File: config.mk
export PLATFORM = sky130hd
export DESIGN_NAME = stone_hook_detector_flat
export DESIGN_NICKNAME = d
export VERILOG_FILES = /design/src/rtl/stone_hook_detector_if.sv /design/src/rtl/stone_hook_detector.sv /design/src/flat_wrapper.sv
export SDC_FILE = /design/constraint.sdc
export NUM_CORES = 1
export LEC_CHECK = 0
export BUFFER_PORTS_ARGS = -buffer_cell sky130_fd_sc_hd__buf_2
export CORE_MARGIN = 4
export CORE_UTILIZATION = 55
export DETAILED_ROUTE_END_ITERATION = 6
export GPL_ROUTABILITY_DRIVEN = 0
export GPL_TIMING_DRIVEN = 0
export PLACE_DENSITY_LB_ADDON = 0.08
export SKIP_CTS_REPAIR_TIMING = 1
export SKIP_LAST_GASP = 1
export SLEW_MARGIN = 40
export SYNTH_ARGS = -nofsm -noshare
export SYNTH_HDL_FRONTEND = slang
export SYNTH_SLANG_ARGS = --single-unit
File: constraint.sdc
create_clock -name clock -period 6.2 [get_ports clock]
set_input_delay 0.31 -clock clock [delete_from_list [all_inputs] [get_ports clock]]
set_output_delay 0.31 -clock clock [all_outputs]
set_load 0.02 [all_outputs]
File: src/rtl/stone_hook_detector_if.sv
// Bus between the rope controller / shared stone RAM and the hook detector.
// The master side issues requests and returns RAM read data. The slave side is the detector.
interface stone_hook_detector_if #(
  parameter int ADDR_W = 4
);
  logic              check_req;
  logic              move_req;
  logic              clear_req;
  logic [9:0]        end_x;
  logic [9:0]        end_y;
  logic [ADDR_W-1:0] sel_index;
  logic [ADDR_W-1:0] mem_addr;
  logic [31:0]       mem_q;
  logic              mem_wren;
  logic [31:0]       mem_wdata;
  logic              busy;
  logic              done;
  logic              hit;
  logic [ADDR_W-1:0] hit_index;
  logic [1:0]        hit_kind;
  logic [4:0]        score_add;

  modport master (
    output check_req, move_req, clear_req, end_x, end_y, sel_index, mem_q,
    input  mem_addr, mem_wren, mem_wdata, busy, done, hit, hit_index, hit_kind, score_add
  );

  modport slave (
    input  check_req, move_req, clear_req, end_x, end_y, sel_index, mem_q,
    output mem_addr, mem_wren, mem_wdata, busy, done, hit, hit_index, hit_kind, score_add
  );
endinterface

File: src/rtl/stone_hook_detector.sv
// Hook/stone hit detection, stone move and stone clear over a shared 16 x 32 stone RAM.
// Stone word: [31] alive, [30:29] kind, [28:19] x, [18:9] y, [8:5] radius, [4:0] value.
//
// state   | meaning
// IDLE    | waiting for a request (clear > move > check)
// RD_ADDR | check: mem_addr = idx, RAM read in flight
// COMPARE | check: evaluate mem_q for stone idx
// M_RD    | move: mem_addr = sel_index
// M_WAIT  | move: mem_q valid, build the rewritten word
// M_WR    | move: write the word back
// C_RD    | clear: mem_addr = sel_index
// C_WAIT  | clear: mem_q valid, build the killed word and score
// C_WR    | clear: write the word back
// DONE    | done pulse, busy released afterwards
module stone_hook_detector #(
  parameter int NUM_STONES = 16,
  parameter int ADDR_W     = 4
) (
  input logic                  clock,
  input logic                  reset,
  stone_hook_detector_if.slave bus
);

  typedef enum logic [3:0] {
    IDLE, RD_ADDR, COMPARE, M_RD, M_WAIT, M_WR, C_RD, C_WAIT, C_WR, DONE
  } state_t;

  localparam logic [ADDR_W-1:0] LAST_IDX = ADDR_W'(NUM_STONES - 1);

  state_t            state_q, state_d;
  logic [ADDR_W-1:0] addr_q, addr_d;
  logic [ADDR_W-1:0] idx_q, idx_d;
  logic [9:0]        ex_q, ex_d;
  logic [9:0]        ey_q, ey_d;
  logic [31:0]       wdata_q, wdata_d;
  logic              hit_q, hit_d;
  logic [ADDR_W-1:0] hidx_q, hidx_d;
  logic [1:0]        hkind_q, hkind_d;
  logic [4:0]        score_q, score_d;
  logic              clr_q, clr_d;

  logic signed [10:0] dx, dy;
  logic [10:0]        adx, ady;
  logic               stone_hit;

  // Hook coordinates are unsigned 10-bit, so an 11-bit signed difference never overflows.
  always_comb begin
    dx        = $signed({1'b0, ex_q}) - $signed({1'b0, bus.mem_q[28:19]});
    dy        = $signed({1'b0, ey_q}) - $signed({1'b0, bus.mem_q[18:9]});
    adx       = dx[10] ? $unsigned(-dx) : $unsigned(dx);
    ady       = dy[10] ? $unsigned(-dy) : $unsigned(dy);
    stone_hit = bus.mem_q[31] &&
                (adx <= {7'd0, bus.mem_q[8:5]}) &&
                (ady <= {7'd0, bus.mem_q[8:5]});
  end

  always_ff @(posedge clock) begin
    if (reset) begin
      state_q <= IDLE;
      addr_q  <= '0;
      idx_q   <= '0;
      ex_q    <= '0;
      ey_q    <= '0;
      wdata_q <= '0;
      hit_q   <= 1'b0;
      hidx_q  <= '0;
      hkind_q <= '0;
      score_q <= '0;
      clr_q   <= 1'b0;
    end else begin
      state_q <= state_d;
      addr_q  <= addr_d;
      idx_q   <= idx_d;
      ex_q    <= ex_d;
      ey_q    <= ey_d;
      wdata_q <= wdata_d;
      hit_q   <= hit_d;
      hidx_q  <= hidx_d;
      hkind_q <= hkind_d;
      score_q <= score_d;
      clr_q   <= clr_d;
    end
  end

  always_comb begin
    state_d = state_q;
    addr_d  = addr_q;
    idx_d   = idx_q;
    ex_d    = ex_q;
    ey_d    = ey_q;
    wdata_d = wdata_q;
    hit_d   = hit_q;
    hidx_d  = hidx_q;
    hkind_d = hkind_q;
    score_d = score_q;
    clr_d   = clr_q;
    case (state_q)
      IDLE: begin
        if (bus.clear_req) begin
          clr_d   = 1'b1;
          addr_d  = bus.sel_index;
          state_d = C_RD;
        end else if (bus.move_req) begin
          clr_d   = 1'b0;
          addr_d  = bus.sel_index;
          ex_d    = bus.end_x;
          ey_d    = bus.end_y;
          state_d = M_RD;
        end else if (bus.check_req) begin
          clr_d   = 1'b0;
          ex_d    = bus.end_x;
          ey_d    = bus.end_y;
          idx_d   = '0;
          addr_d  = '0;
          state_d = RD_ADDR;
        end
      end
      RD_ADDR: state_d = COMPARE;
      COMPARE: begin
        if (stone_hit) begin
          hit_d   = 1'b1;
          hidx_d  = idx_q;
          hkind_d = bus.mem_q[30:29];
          state_d = DONE;
        end else if (idx_q == LAST_IDX) begin
          hit_d   = 1'b0;
          state_d = DONE;
        end else begin
          idx_d   = idx_q + ADDR_W'(1);
          addr_d  = idx_q + ADDR_W'(1);
          state_d = RD_ADDR;
        end
      end
      M_RD: state_d = M_WAIT;
      M_WAIT: begin
        wdata_d = {bus.mem_q[31:29], ex_q, ey_q, bus.mem_q[8:0]};
        state_d = M_WR;
      end
      M_WR: state_d = DONE;
      C_RD: state_d = C_WAIT;
      C_WAIT: begin
        wdata_d = {1'b0, bus.mem_q[30:0]};
        score_d = bus.mem_q[31] ? bus.mem_q[4:0] : 5'd0;
        state_d = C_WR;
      end
      C_WR: state_d = DONE;
      DONE: state_d = IDLE;
      default: state_d = IDLE;
    endcase
  end

  assign bus.mem_addr  = addr_q;
  assign bus.mem_wdata = wdata_q;
  assign bus.mem_wren  = (state_q == M_WR) || (state_q == C_WR);
  assign bus.busy      = (state_q != IDLE);
  assign bus.done      = (state_q == DONE);
  assign bus.hit       = hit_q;
  assign bus.hit_index = hidx_q;
  assign bus.hit_kind  = hkind_q;
  assign bus.score_add = ((state_q == DONE) && clr_q) ? score_q : 5'd0;

endmodule

File: src/flat_wrapper.sv
// flat-port wrapper written by rule: the top's interface ports become plain ports
module stone_hook_detector_flat 
#(
  parameter int NUM_STONES = 16,
  parameter int ADDR_W     = 4
)
  (clock, reset, bus_check_req, bus_move_req, bus_clear_req, bus_end_x, bus_end_y, bus_sel_index, bus_mem_q, bus_mem_addr, bus_mem_wren, bus_mem_wdata, bus_busy, bus_done, bus_hit, bus_hit_index, bus_hit_kind, bus_score_add);
  stone_hook_detector_if #(.ADDR_W(ADDR_W)) bus_i ();
  input logic clock;
  input logic reset;
  input wire logic [$bits(bus_i.check_req)-1:0] bus_check_req;
  input wire logic [$bits(bus_i.move_req)-1:0] bus_move_req;
  input wire logic [$bits(bus_i.clear_req)-1:0] bus_clear_req;
  input wire logic [$bits(bus_i.end_x)-1:0] bus_end_x;
  input wire logic [$bits(bus_i.end_y)-1:0] bus_end_y;
  input wire logic [$bits(bus_i.sel_index)-1:0] bus_sel_index;
  input wire logic [$bits(bus_i.mem_q)-1:0] bus_mem_q;
  output wire logic [$bits(bus_i.mem_addr)-1:0] bus_mem_addr;
  output wire logic [$bits(bus_i.mem_wren)-1:0] bus_mem_wren;
  output wire logic [$bits(bus_i.mem_wdata)-1:0] bus_mem_wdata;
  output wire logic [$bits(bus_i.busy)-1:0] bus_busy;
  output wire logic [$bits(bus_i.done)-1:0] bus_done;
  output wire logic [$bits(bus_i.hit)-1:0] bus_hit;
  output wire logic [$bits(bus_i.hit_index)-1:0] bus_hit_index;
  output wire logic [$bits(bus_i.hit_kind)-1:0] bus_hit_kind;
  output wire logic [$bits(bus_i.score_add)-1:0] bus_score_add;
  assign bus_i.check_req = bus_check_req;
  assign bus_i.move_req = bus_move_req;
  assign bus_i.clear_req = bus_clear_req;
  assign bus_i.end_x = bus_end_x;
  assign bus_i.end_y = bus_end_y;
  assign bus_i.sel_index = bus_sel_index;
  assign bus_i.mem_q = bus_mem_q;
  assign bus_mem_addr = bus_i.mem_addr;
  assign bus_mem_wren = bus_i.mem_wren;
  assign bus_mem_wdata = bus_i.mem_wdata;
  assign bus_busy = bus_i.busy;
  assign bus_done = bus_i.done;
  assign bus_hit = bus_i.hit;
  assign bus_hit_index = bus_i.hit_index;
  assign bus_hit_kind = bus_i.hit_kind;
  assign bus_score_add = bus_i.score_add;
  stone_hook_detector #(.NUM_STONES(NUM_STONES), .ADDR_W(ADDR_W)) u_core (.clock(clock), .reset(reset), .bus(bus_i));
endmodule
---- Yosys cells after proc, flatten, opt, wreduce, memory -nomap -nowiden ----
Cells that the tools add are included.
word-level totals
  register bits after elaboration ......... 77
  bits of input ports ..................... 61
  output and inout bits ................... 51
  logic and storage cells ................. 82
cells by class
  add/sub/neg operators ................... 5
  order comparisons ....................... 2
  equality and inequality tests ........... 16
  multiplexer cells ....................... 29
  bitwise logic cells ..................... 1
  reductions and logical operators ........ 18
operators by type and width
  kind                   count
  $pmux W32 S2           1
  $mux W4                12
  $mux W10               4
  $pmux W4 S8            1
  $le A11 B4 Y1          2
  $mux W11               2
  $neg A11 Y11           2
  $sub A10 B10 Y11       2
  $eq A4 B3 Y1 const B   4
  $pmux W4 S2            2
  $eq A4 B4 Y1 const B   3
  $mux W5                2
  $ne A2 B2 Y1 const B   5
  $eq A4 B2 Y1 const B   2
  $reduce_bool A2 Y1     4
  $reduce_and A2 Y1      3
  $reduce_and A6 Y1      1
  $mux W1                5
  $add A4 B1 Y4 const B  1
  $eq A4 B1 Y1 const B   1
  $logic_not A4 Y1       1
  $ne A4 B4 Y1 const B   1
  $reduce_and A4 Y1      1
  $reduce_bool A4 Y1     1
  other kinds (6)        8

---- Longest topological paths before layout ----
Gate-level depths: netlist of run 1.
  word-level depth ........................ 8
  mapped depth ............................ 22

---- Worst setup path after synthesis of run 1 ----
OpenSTA, ideal clock, no wires.
  kind .................................... register -> register
  start point ............................. register u_core.ey_q[0]
  end point ............................... register u_core.idx_q[2]
  data arrival time ....................... 4.407 ns
  setup slack ............................. 1.676 ns
  cell stages (with the launch flop) ...... 23
  path buffers ............................ 2
  clock period less this slack ............ 4.524 ns
  cells stage by stage .................... dfxtp_1 > inv_1 > ha_1 > inv_1 > fa_1 > a21o_1 > a221o_1 > and3_1 > o22a_1 > nor2_1 > xnor2_1 > ha_1 > a21oi_1 > o21ai_0 > a22oi_1 > o2111a_1 > o211ai_1 > or4_4 > or4_1 > buf_6 > buf_6 > a31oi_1 > nor2_1
on the way
  word-level cells in the longest chain between the ends .. 7
RTL lines
  element                        RTL line                   RTL
  from (decl)                    stone_hook_detector.sv:34  logic [9:0] ey_q, ey_d;
  from (signal assigned)         stone_hook_detector.sv:75  ey_q <= ey_d;
  $sub A10 B10 Y11 *             stone_hook_detector.sv:49  dy = $signed({1'b0, ey_q}) - $signed({1'b0, bus.mem_q[18:9]});
  $neg A11 Y11                   stone_hook_detector.sv:51  ady = dy[10] ? $unsigned(-dy) : $unsigned(dy);
  $mux W11 *                     stone_hook_detector.sv:51
  $le A11 B4 Y1 *                stone_hook_detector.sv:54  (ady <= {7'd0, bus.mem_q[8:5]});
  $logic_and A1 B1 Y1 *          stone_hook_detector.sv:53  (adx <= {7'd0, bus.mem_q[8:5]}) &&
  $ne A2 B2 Y1 (no line) *       n/a
  $reduce_and A6 Y1 (no line) *  n/a
  to (signal assigned)           stone_hook_detector.sv:73  idx_q <= idx_d;
  to (decl)                      stone_hook_detector.sv:32  logic [ADDR_W-1:0] idx_q, idx_d;
Every way passes the cells marked *; elsewhere a longest branch is shown, timed or not.
A chain may end at the register's enable or synchronous reset.

---- Final worst setup path of run 1 ----
Same ends and word-level chain as after synthesis.

==> flow_summary_export.csv, run 1 <==
group,metric,value,unit
status,status,"completed",
power_and_ir_drop,clkPwrFrac,21.8,%
worst_setup_path,critPathKind,"flip-flop to flip-flop",
clocking,cts.htree.levels,3,
final_layout,area_growth,19.0,%
clocking,clkSlewWorstSetupHoldPaths,0.09,ns
synth,syn_nets,728,
floorplanning,dieArea,10200,µm²
synth,yosys_warnings,0,
sta,hold_viol,0,
grt,track_usage,26.9,%
placed_design,postPlaceCellArea,5470,µm²
worst_setup_path,rr_startpoint,"u_core.ey_q[0]",
final_layout,antenna_cells,0,
grt,antenna_found_initial,0,
floorplanning,dieWidth,101,µm
clocking,numCtsBuffers,9,
sta,slew_headroom,47.5,%
sta,tns,0,ns
worst_hold_path,hold_start,"bus_end_x[7]",
run,max-cap-violations,0,
drt,num_vias,4969,
worst_setup_path,cp_data_arrival_time,5.31,ns
worst_setup_path,startpoint,"u_core.ey_q[0]",
drt,drc,0,
drt,drtPass1Iterations,5,
power_and_ir_drop,power.switching,0.835,mW
sta,drv_slew,0,
worst_setup_path,regToRegEndpoint,"u_core.idx_q[2]",
power_and_ir_drop,internal_power,1.16,mW
synth,synth.avg_cell_area,7.54,µm²
worst_setup_path,crit_path_cell_trace,"inv_1 > ha_1 > inv_1 > fa_1 > a21o_1 > a221o_1 > and3_1 > o22a_1 > nor2_1 > xnor2_1 > ha_1 > a21oi_1 > o21ai_0 > a22oi_1 > o2111a_1 > o211ai_1 > or4_4 > or4_1 > buf_6 > buf_6 > a31oi_1 > nor2_1",
synth,yosysUniqueCellTypes,56,
final_layout,fillers,743,
placed_design,portBuffers,111,
placed_design,place_ws,1.12,ns
sta,tightestPinTransition,0.781,ns
grt,grt_pass1_vias,4732,
sta,fmax,0.198,GHz
power_and_ir_drop,p_sw_share,41.9,%
sta,finalWorstSetupSlack,1.15,ns
synth,synthArstFlopShare,0,%
worst_setup_path,critPathLaunchType,"flip-flop",
clocking,root_buffer,"clkbuf_8",
floorplanning,start_util,57.3,%
floorplanning,top_level_ports,112,
sta,skew,0.0136,ns
power_and_ir_drop,powerDensity,350,nW/µm²
worst_hold_path,min_path_cells,3,
power_and_ir_drop,comb_power_share,45.9,%
worst_setup_path,required,6.46,ns
power_and_ir_drop,power_frac_seq,32.2,%
drt,wire_per_inst,15.8,µm
sta,finalCritPeriodShare,81.5,%
synth,syn_inst,634,
floorplanning,die_h,101,µm
floorplanning,num_rows,33,
worst_setup_path,r2r_slack,1.15,ns
clocking,clockBufferDepth,2,
worst_hold_path,min_to,"u_core.ex_q[7]",
synth,ys_ff_latch,77,
worst_setup_path,reg2regPathDepth,22,
synth,synth_area,4780,µm²
final_layout,nets,850,
drt,via_per_inst,5.74,
final_layout,post-route-cell-area,5690,µm²
placed_design,dp_hpwl,10600,µm
worst_setup_path,cpPeakStageDelay,0.50,ns
worst_setup_path,crit_fanout,10,
grt,grt_max_degree,15,
final_layout,utilization,68.2,%
worst_setup_path,critPathCaptureType,"flip-flop",
power_and_ir_drop,peakVddDrop,0.192,mV
worst_hold_path,worstHoldPathType,"primary input to flip-flop",
synth,dominantRegCellSynth,"dfxtp_1",
sta,grt_setup_unrepaired,"false",
drt,ant_nets,0,
drt,drt_iter0_drc,270,
drt,route.final.wire_length,13700,µm
synth,synth_edf_count,0,
power_and_ir_drop,p_leak,2.58,nW
synth,synth-seq-area-share,32.3,%
grt,grt_pass1_wl,22300,µm
grt,grt_overflow_total,0,
clocking,cts_tree,"done",
clocking,clk_latency,0.36,ns
sta,fin_crit,5.05,ns
sta,final-setup-viol-count,0,
clocking,clock_sinks,77,
worst_setup_path,crit_slowest_cell,"or4_4",
floorplanning,core_area,8340,µm²
final_layout,drive_gt1_share,18.9,%
critical path, delay by kind of cell (launching register included):
| family | cells | cell delay [ns] |
|---|---|---|
| DFF | 1 | 0.33 |
| xor gates and xnor gates | 1 | 0.15 |
| AOI/OAI and AO/OA | 9 | 1.78 |
| buffers and inverters | 4 | 0.44 |
| and+or+nand+nor | 5 | 1.42 |
| adders and majority gates | 3 | 0.82 |
cells in the mapped netlist (2+ instances only):
cell type / n / area share [%]
nand2b_1: 6 / 0.79
o22a_1: 2 / 0.37
o21ai_0: 18 / 1.9
nor2b_1: 3 / 0.39
or3_1: 2 / 0.26
a211oi_1: 7 / 1.1
a21bo_2: 2 / 0.42
fa_1: 2 / 0.84
clkbuf_1: 29 / 2.3
xor2_1: 8 / 1.5
xnor2_1: 15 / 2.7
nor3_1: 10 / 1.0
a31oi_1: 5 / 0.65
nor4_1: 2 / 0.26
nor2_1: 63 / 4.9
nand2_1: 136 / 11
inv_1: 35 / 2.7
buf_6: 3 / 0.71
dfxtp_1: 77 / 32
or2_2: 5 / 0.65
mux2i_1: 8 / 1.7
o2111a_1: 2 / 0.47
nand4_1: 3 / 0.39
a22oi_1: 2 / 0.31
a21oi_1: 68 / 7.1
o21a_1: 6 / 0.94
nand3_1: 11 / 1.2
a311oi_1: 24 / 4.4
a21o_1: 6 / 0.94
o41ai_1: 2 / 0.37
and2_1: 2 / 0.26
and3_1: 16 / 2.1
ha_1: 31 / 8.1
registers in the layout, summed over array words and instances (netlist names):
| signal | cells |
|---|---|
| u_core.bus.hit | 1 |
| u_core.bus.hit_index | 4 |
| u_core.bus.hit_kind | 2 |
| u_core.bus.mem_addr | 4 |
| u_core.bus.mem_wdata | 32 |
| u_core.clr_q | 1 |
| u_core.ex_q | 10 |
| u_core.ey_q | 10 |
| u_core.idx_q | 4 |
| u_core.score_q | 5 |
| u_core.state_q | 4 |
per-stage QoR:
step                cells  hold slack [ns]  power, mW
finish                866            0.182       1.99
global route          866            0.179       2.13
CTS                   866            0.174       1.99
detailed placement    850            0.444       1.55
global placement      850            0.435       1.52
floorplan             634            0.427       1.31
per-layer routing:
metal | up-vias | part of all wire (%) | wire [µm] | GRT usage, %
met4 | 0 | 1.7 | 230 | 7.98
met3 | 26 | 8.5 | 1170 | 5.03
li1 | 2462 | - | - | -
met5 | - | 0 | 0 | 0
met1 | 2263 | 45 | 6160 | 36.9
met2 | 218 | 45 | 6140 | 43.0
layout by cell type, fill, tap and decap left out, types with 18 or more instances in the layout:
cell and n:
buf_2 111, clkbuf_1 30, nor2_1 63, nand2_1 136, o21ai_0 18, ha_1 31, dfxtp_1 77, a311oi_1 24
a21oi_1 68, inv_1 35
final cells by class:
type                    instances  area, µm²  area share [%]
plain buffers                  32        143            2.51
clock buffers                  10        128            2.24
clock inverters                 6       93.8            1.65
inverters                      35        131            2.31
multi-input cells             490       2960            52.1
flip-flops and latches         77       1540            27.1
well taps                     105        131            2.31
repair buffers                111        556            9.77
worst max-delay path by stage:
stage,to,slack [ns],cells after the start
3_3_place_gp,u_core.idx_q[2],1.23,22
3_5_place_dp,u_core.idx_q[2],1.12,22
2_1_floorplan,u_core.idx_q[2],1.68,22
6_report,u_core.idx_q[2],1.15,22
5_1_grt,u_core.idx_q[2],0.96,22
4_1_cts,u_core.idx_q[2],1.17,22
cells by family after synthesis:
group           count (synthesis)  share of synthesized area, %
fa+ha+maj                      33                          8.95
xor+xnor                       23                          4.21
buf+inv                        67                          5.73
flops                          77                          32.3
mux                             9                          1.91
simple gates                  264                          24.2
compound gates                161                          22.7
power groups by stage:
stage / Sequential [mW] / Clock [mW] / Combinational [mW]
after CTS: 0.641 / 0.442 / 0.906
after global placement: 0.648 / 0 / 0.870
final: 0.642 / 0.435 / 0.915
after detailed placement: 0.652 / 0 / 0.900
after floorplan: 0.719 / 0 / 0.588
after global routing: 0.655 / 0.462 / 1.02
Power figures use the tool's default switching activity.
==> inputs of run 2 (changes only) <==
Settings changed: CORE_UTILIZATION 55 to 49.
Clock period 6.2 ns to 4.2 ns, I/O delays scaled along.
==> run 2 against run 1 <==
The flow now finishes with violations (negative setup slack). Maximum frequency up 8.8%. Global-route usage fell by 2.6 points. Non-clock buffer count increased by 7. Final cell count rose by 3.6%. Design area rose by 3.8%. Clock power increased by 24%. Core utilization decreased by 5.2 points. Worst setup slack worse by 1.6 ns. Via count rose by 0.46%. Largest power group unchanged. Power is 46% higher. Sequential power rose by 48%. Critical path type unchanged. Die area rose by 11%.
==> flow_summary_export.csv, run 2 (synthesized netlist as in run 1, its figures left out) <==
group,metric,value,unit
status,status,"finished, violations left",
status,violations,"negative setup slack",
clocking,clockBufferDepth,2,
sta,grt_setup_unrepaired,"true",
sta,finalCritPeriodShare,111,%
worst_setup_path,crit_fanout,6,
run,max-cap-violations,0,
sta,hold_viol,0,
worst_setup_path,cp_data_arrival_time,4.87,ns
power_and_ir_drop,comb_power_share,48.8,%
drt,drc,0,
power_and_ir_drop,power.switching,1.29,mW
sta,finalWorstSetupSlack,-0.444,ns
worst_setup_path,startpoint,"u_core.ex_q[0]",
final_layout,final_cell_mix,"nand2_1 (136), buf_2 (111), dfxtp_1 (75), a21oi_1 (62), nor2_1 (62)",
final_layout,nets,857,
floorplanning,die_h,107,µm
final_layout,multi_input_area,3100,µm²
sta,slew_headroom,32.6,%
drt,ant_nets,0,
floorplanning,dieArea,11400,µm²
floorplanning,top_level_ports,112,
floorplanning,start_util,51.0,%
grt,grt_overflow_total,0,
final_layout,fillers,895,
grt,track_usage,24.2,%
drt,num_vias,4992,
drt,wire_per_inst,15.6,µm
final_layout,instances_no_fill,897,
floorplanning,dieWidth,107,µm
clocking,clk_latency,0.36,ns
worst_setup_path,crit_slowest_cell,"or4_4",
clocking,root_buffer,"clkbuf_8",
final_layout,regArea,1540,µm²
grt,grt_max_degree,16,
clocking,clock_sinks,77,
power_and_ir_drop,internal_power,1.62,mW
final_layout,area_growth,23.6,%
final_layout,largest_register_ffs,32,
clocking,cts.htree.levels,3,
sta,final-setup-viol-count,16,
drt,drtPass1Iterations,5,
final_layout,drive_gt1_share,23.4,%
sta,fin_crit,4.64,ns
placed_design,dp_hpwl,10700,µm
sta,tightestPinTransition,0.998,ns
worst_setup_path,critPathKind,"flip-flop to flip-flop",
worst_hold_path,worstHoldPathType,"primary input to flip-flop",
worst_setup_path,critPathLaunchType,"flip-flop",
worst_hold_path,hold_start,"bus_end_x[0]",
worst_setup_path,critPathCaptureType,"flip-flop",
final_layout,utilization,63.0,%
power_and_ir_drop,clkPwrFrac,18.5,%
worst_setup_path,cpPeakStageDelay,0.51,ns
worst_setup_path,rr_startpoint,"u_core.ex_q[0]",
drt,route.final.wire_length,14000,µm
floorplanning,core_area,9370,µm²
sta,fmax,0.215,GHz
grt,grt_pass1_wl,22300,µm
clocking,numCtsBuffers,9,
placed_design,placed_cells,874,
grt,antenna_found_initial,0,
sta,drv_slew,0,
power_and_ir_drop,p_leak,2.61,nW
clocking,clkSlewWorstSetupHoldPaths,0.10,ns
final_layout,antenna_cells,0,
placed_design,portBuffers,111,
power_and_ir_drop,powerDensity,493,nW/µm²
clocking,cts_tree,"done",
drt,via_per_inst,5.57,
power_and_ir_drop,p_sw_share,44.2,%
grt,grt_pass1_vias,4683,
floorplanning,num_rows,35,
power_and_ir_drop,power_frac_seq,32.7,%
worst_setup_path,required,4.42,ns
final_layout,final_common_cell,"nand2_1",
power_and_ir_drop,peakVddDrop,0.214,mV
worst_setup_path,crit_path_cell_trace,"inv_2 > ha_4 > inv_2 > fa_2 > a21o_1 > a221oi_4 > o21ai_2 > a21o_1 > nor2_2 > xor2_1 > ha_1 > a21oi_2 > o21ai_2 > a22oi_2 > o2111a_1 > o211ai_1 > or4_4 > or4_4 > buf_12 > a21oi_1 > a311oi_2",
drt,drt_iter0_drc,288,
sta,skew,0.0160,ns
==> run 2: changes by cell type in the layout (fill, tap and decap cells not counted), sizes merged <==
cell / before / now
clkinv: 1 / 2
buf: 114 / 120
bufinv: 2 / 0
inv: 37 / 38
clkinvlp: 1 / 2
==> run 2: routing by layer <==
layer / GRT usage, % / up-vias / share of wire (%)
met3: 4.58 / 24 / 6.2
met1: 33.1 / 2338 / 47
met5: 0 / - / 0
li1: - / 2473 / -
met2: 39.2 / 157 / 45
met4: 6.58 / 0 / 1.5
==> run 2: layout make-up <==
| class | count | area share [%] |
|---|---|---|
| Sequential cell | 77 | 26.1 |
| Clock buffer | 9 | 2.10 |
| Buffer | 31 | 2.29 |
| Multi-Input combinational cell | 490 | 52.6 |
| Timing Repair Buffer | 119 | 11.0 |
| Clock inverter | 7 | 0.974 |
| Inverter | 35 | 2.22 |
| Tap cell | 129 | 2.73 |
==> run 2: path summary, 6_finish.rpt <==
check	to	slack [ns]	depth (start not counted)
max	u_core.bus.mem_addr[2]	-0.44	21
min	u_core.ex_q[0]	0.08	3
max reg2reg	u_core.bus.mem_addr[2]	-0.44	21
min reg2reg	u_core.bus.mem_wdata[5]	0.46	2
==> run 2: critical path, delay by kind of cell (launching register included) <==
family                     cells  cell delay (ns)
AOI/OAI and AO/OA             11             1.86
buffers and inverters          3             0.27
xor gates and xnor gates       1             0.20
and+or+nand+nor                3             1.05
adders and majority gates      3             0.76
DFF                            1             0.35
==> run 2: power by group through the flow <==
stage               Clock (mW)  Sequential (mW)  Combinational (mW)
finish                   0.539            0.951                1.42
global route             0.572            0.971                1.58
CTS                      0.548            0.950                1.35
detailed placement           0            0.966                1.34
global placement             0            0.958                1.30
floorplan                    0             1.06               0.874
==> run 2: through the flow <==
stage               setup TNS, ns  hold slack [ns]  instance area, µm²  setup slack, ns  total power, mW
detailed placement          -8.75            0.445                5520           -0.664             2.31
global route                -9.34           0.0803                5910           -0.680             3.12
global placement            -6.94            0.440                5520           -0.548             2.26
finish                      -5.57           0.0755                5910           -0.444             2.91
floorplan                   -1.25            0.338                4800           -0.167             1.94
CTS                         -9.40           0.0757                5700           -0.711             2.85
==> inputs of run 3 (changes only) <==
Settings changed: CORE_ASPECT_RATIO from default to 0.75.
==> run 3 against run 2 <==
The flow still finishes with violations (negative setup slack). Clock power is 53% higher. Global-route usage is 0.72 points higher. Die area is 0.14% higher. Hold slack better by 0.030 ns. Worst setup slack worse by 0.11 ns. Register-to-register slack worse by 0.11 ns. Design area is 2.2% higher. Critical path type unchanged. Maximum frequency is 2.2% lower. Critical path depth stayed put. Sequential power hardly changed. Largest power group unchanged.
==> flow_summary_export.csv, run 3 (synthesized netlist as in run 1, its figures left out) <==
group,metric,value,unit
worst_setup_path,critPathCaptureType,"flip-flop",
clocking,clkSlewWorstSetupHoldPaths,0.06,ns
placed_design,portBuffers,111,
sta,final-setup-viol-count,16,
sta,fin_crit,4.75,ns
power_and_ir_drop,clkPwrFrac,25.6,%
sta,grt_setup_unrepaired,"true",
placed_design,dp_hpwl,10800,µm
power_and_ir_drop,p_sw_share,40.0,%
worst_hold_path,worstHoldPathType,"primary input to flip-flop",
final_layout,nets,862,
drt,route.final.wire_length,14400,µm
worst_setup_path,cp_data_arrival_time,5.02,ns
sta,finalCritPeriodShare,113,%
placed_design,postPlaceCellArea,5520,µm²
floorplanning,num_rows,30,
floorplanning,top_level_ports,112,
worst_setup_path,required,4.47,ns
sta,fmax,0.210,GHz
drt,num_vias,4990,
sta,drv_slew,0,
worst_setup_path,critPathKind,"flip-flop to flip-flop",
sta,hold_viol,0,
final_layout,final_cell_mix,"nand2_1 (136), buf_2 (111), dfxtp_1 (75), a21oi_1 (61), nor2_1 (60)",
floorplanning,die_h,93.5,µm
clocking,cts_tree,"done",
status,violations,"negative setup slack",
clocking,root_buffer,"clkbuf_16",
worst_setup_path,rr_startpoint,"u_core.ex_q[0]",
floorplanning,dieWidth,122,µm
worst_setup_path,critPathLaunchType,"flip-flop",
grt,grt_pass1_vias,4582,
final_layout,instances_no_fill,901,
power_and_ir_drop,internal_power,1.93,mW
final_layout,antenna_cells,0,
clocking,clockBufferDepth,2,
worst_setup_path,startpoint,"u_core.ex_q[0]",
drt,drt_iter0_drc,402,
sta,skew,0.00623,ns
grt,grt_overflow_total,0,
grt,grt_pass1_wl,22600,µm
worst_setup_path,crit_path_cell_trace,"inv_2 > ha_4 > inv_2 > fa_2 > a21o_1 > a221oi_4 > o21ai_2 > a21oi_1 > nand2_1 > o21ai_0 > ha_1 > a21oi_1 > o21ai_1 > a22oi_2 > o2111a_1 > o211ai_1 > or4_4 > or4_4 > buf_12 > a41o_1 > nor2_1",
run,max-cap-violations,0,
worst_setup_path,critPathTopFamily,"compound AO/OA/AOI/OAI gates",
power_and_ir_drop,comb_power_share,44.7,%
drt,ant_nets,0,
clocking,cts.htree.levels,3,
worst_setup_path,crit_slowest_cell,"or4_4",
clocking,numCtsBuffers,9,
sta,finalWorstSetupSlack,-0.551,ns
final_layout,drive_gt1_share,23.7,%
drt,via_per_inst,5.54,
worst_setup_path,path_buf_inv,3,
grt,antenna_found_initial,0,
worst_setup_path,crit_fanout,6,
grt,grt_busiest_layer,"met1",
floorplanning,start_util,51.6,%
power_and_ir_drop,power_frac_seq,29.6,%
worst_setup_path,cpPeakStageDelay,0.58,ns
clocking,clk_latency,0.34,ns
clocking,clock_sinks,77,
power_and_ir_drop,p_leak,2.69,nW
sta,tightestPinTransition,0.824,ns
power_and_ir_drop,peakVddDrop,0.343,mV
drt,drtPass1Iterations,6,
grt,grtUsageMet1,36.9,%
floorplanning,dieArea,11400,µm²
drt,drc,0,
grt,grt_max_degree,13,
sta,slew_headroom,44.6,%
grt,track_usage,24.9,%
grt,use_met2,36.9,%
final_layout,largest_register_ffs,32,
placed_design,placed_cells,873,
final_layout,post-route-cell-area,6040,µm²
drt,wire_per_inst,16.0,µm
floorplanning,core_area,9270,µm²
status,status,"finished, violations left",
power_and_ir_drop,powerDensity,533,nW/µm²
final_layout,area_growth,26.3,%
grt,grtUsageMet3,5.62,%
final_layout,final_common_cell,"nand2_1",
worst_hold_path,hold_start,"bus_end_y[0]",
power_and_ir_drop,power.switching,1.29,mW
==> run 3: power by group through the flow <==
| stage | registers [mW] | clock network [mW] | logic, mW |
|---|---|---|---|
| finish | 0.952 | 0.824 | 1.44 |
| global placement | 0.957 | 0 | 1.31 |
| CTS | 0.948 | 0.833 | 1.36 |
| global route | 0.969 | 0.869 | 1.59 |
| detailed placement | 0.963 | 0 | 1.35 |
| floorplan | 1.06 | 0 | 0.874 |
==> run 3: path summary, 6_finish.rpt <==
check,slack [ns],depth (start not counted),to
min,0.11,3,u_core.ey_q[0]
max reg2reg,-0.55,21,u_core.idx_q[2]
min reg2reg,0.45,2,u_core.score_q[1]
max,-0.55,21,u_core.idx_q[2]
==> run 3: final cells by class <==
class                      count  area [µm²]
tap                          128         160
fill                         841        3240
sequential                    77        1540
inverter                      35         131
buffer                        31         135
clock buffer                  12         236
timing repair buffer         124         687
clock inverter                 4        72.6
multi-input combinational    490        3070
==> run 3: metrics by stage <==
step / utilization (%) / TNS (ns) / power, mW / hold slack, ns / worst slack, ns
after floorplan: - / -1.25 / 1.94 / 0.338 / -0.167
after global placement: 59.5 / -6.94 / 2.27 / 0.436 / -0.551
after detailed placement: 59.5 / -9.20 / 2.31 / 0.439 / -0.693
after CTS: 62.9 / -9.92 / 3.14 / 0.0995 / -0.747
after global routing: 65.1 / -10.78 / 3.43 / 0.111 / -0.756
final: 65.1 / -7.28 / 3.22 / 0.105 / -0.551
==> run 3: tightest hold or removal path, delay by kind of cell <==
kind	cells	cell delay, ns
and+or+nand+nor	1	0.04
buffers and inverters	1	0.10
AOI/OAI and AO/OA	1	0.05
==> run 3: routing by layer <==
layer / part of all wire (%) / up-vias
li1: - / 2485
met3: 8.5 / 13
met4: 0.86 / 0
met2: 42 / 174
met1: 49 / 2318
met5: 0 / -
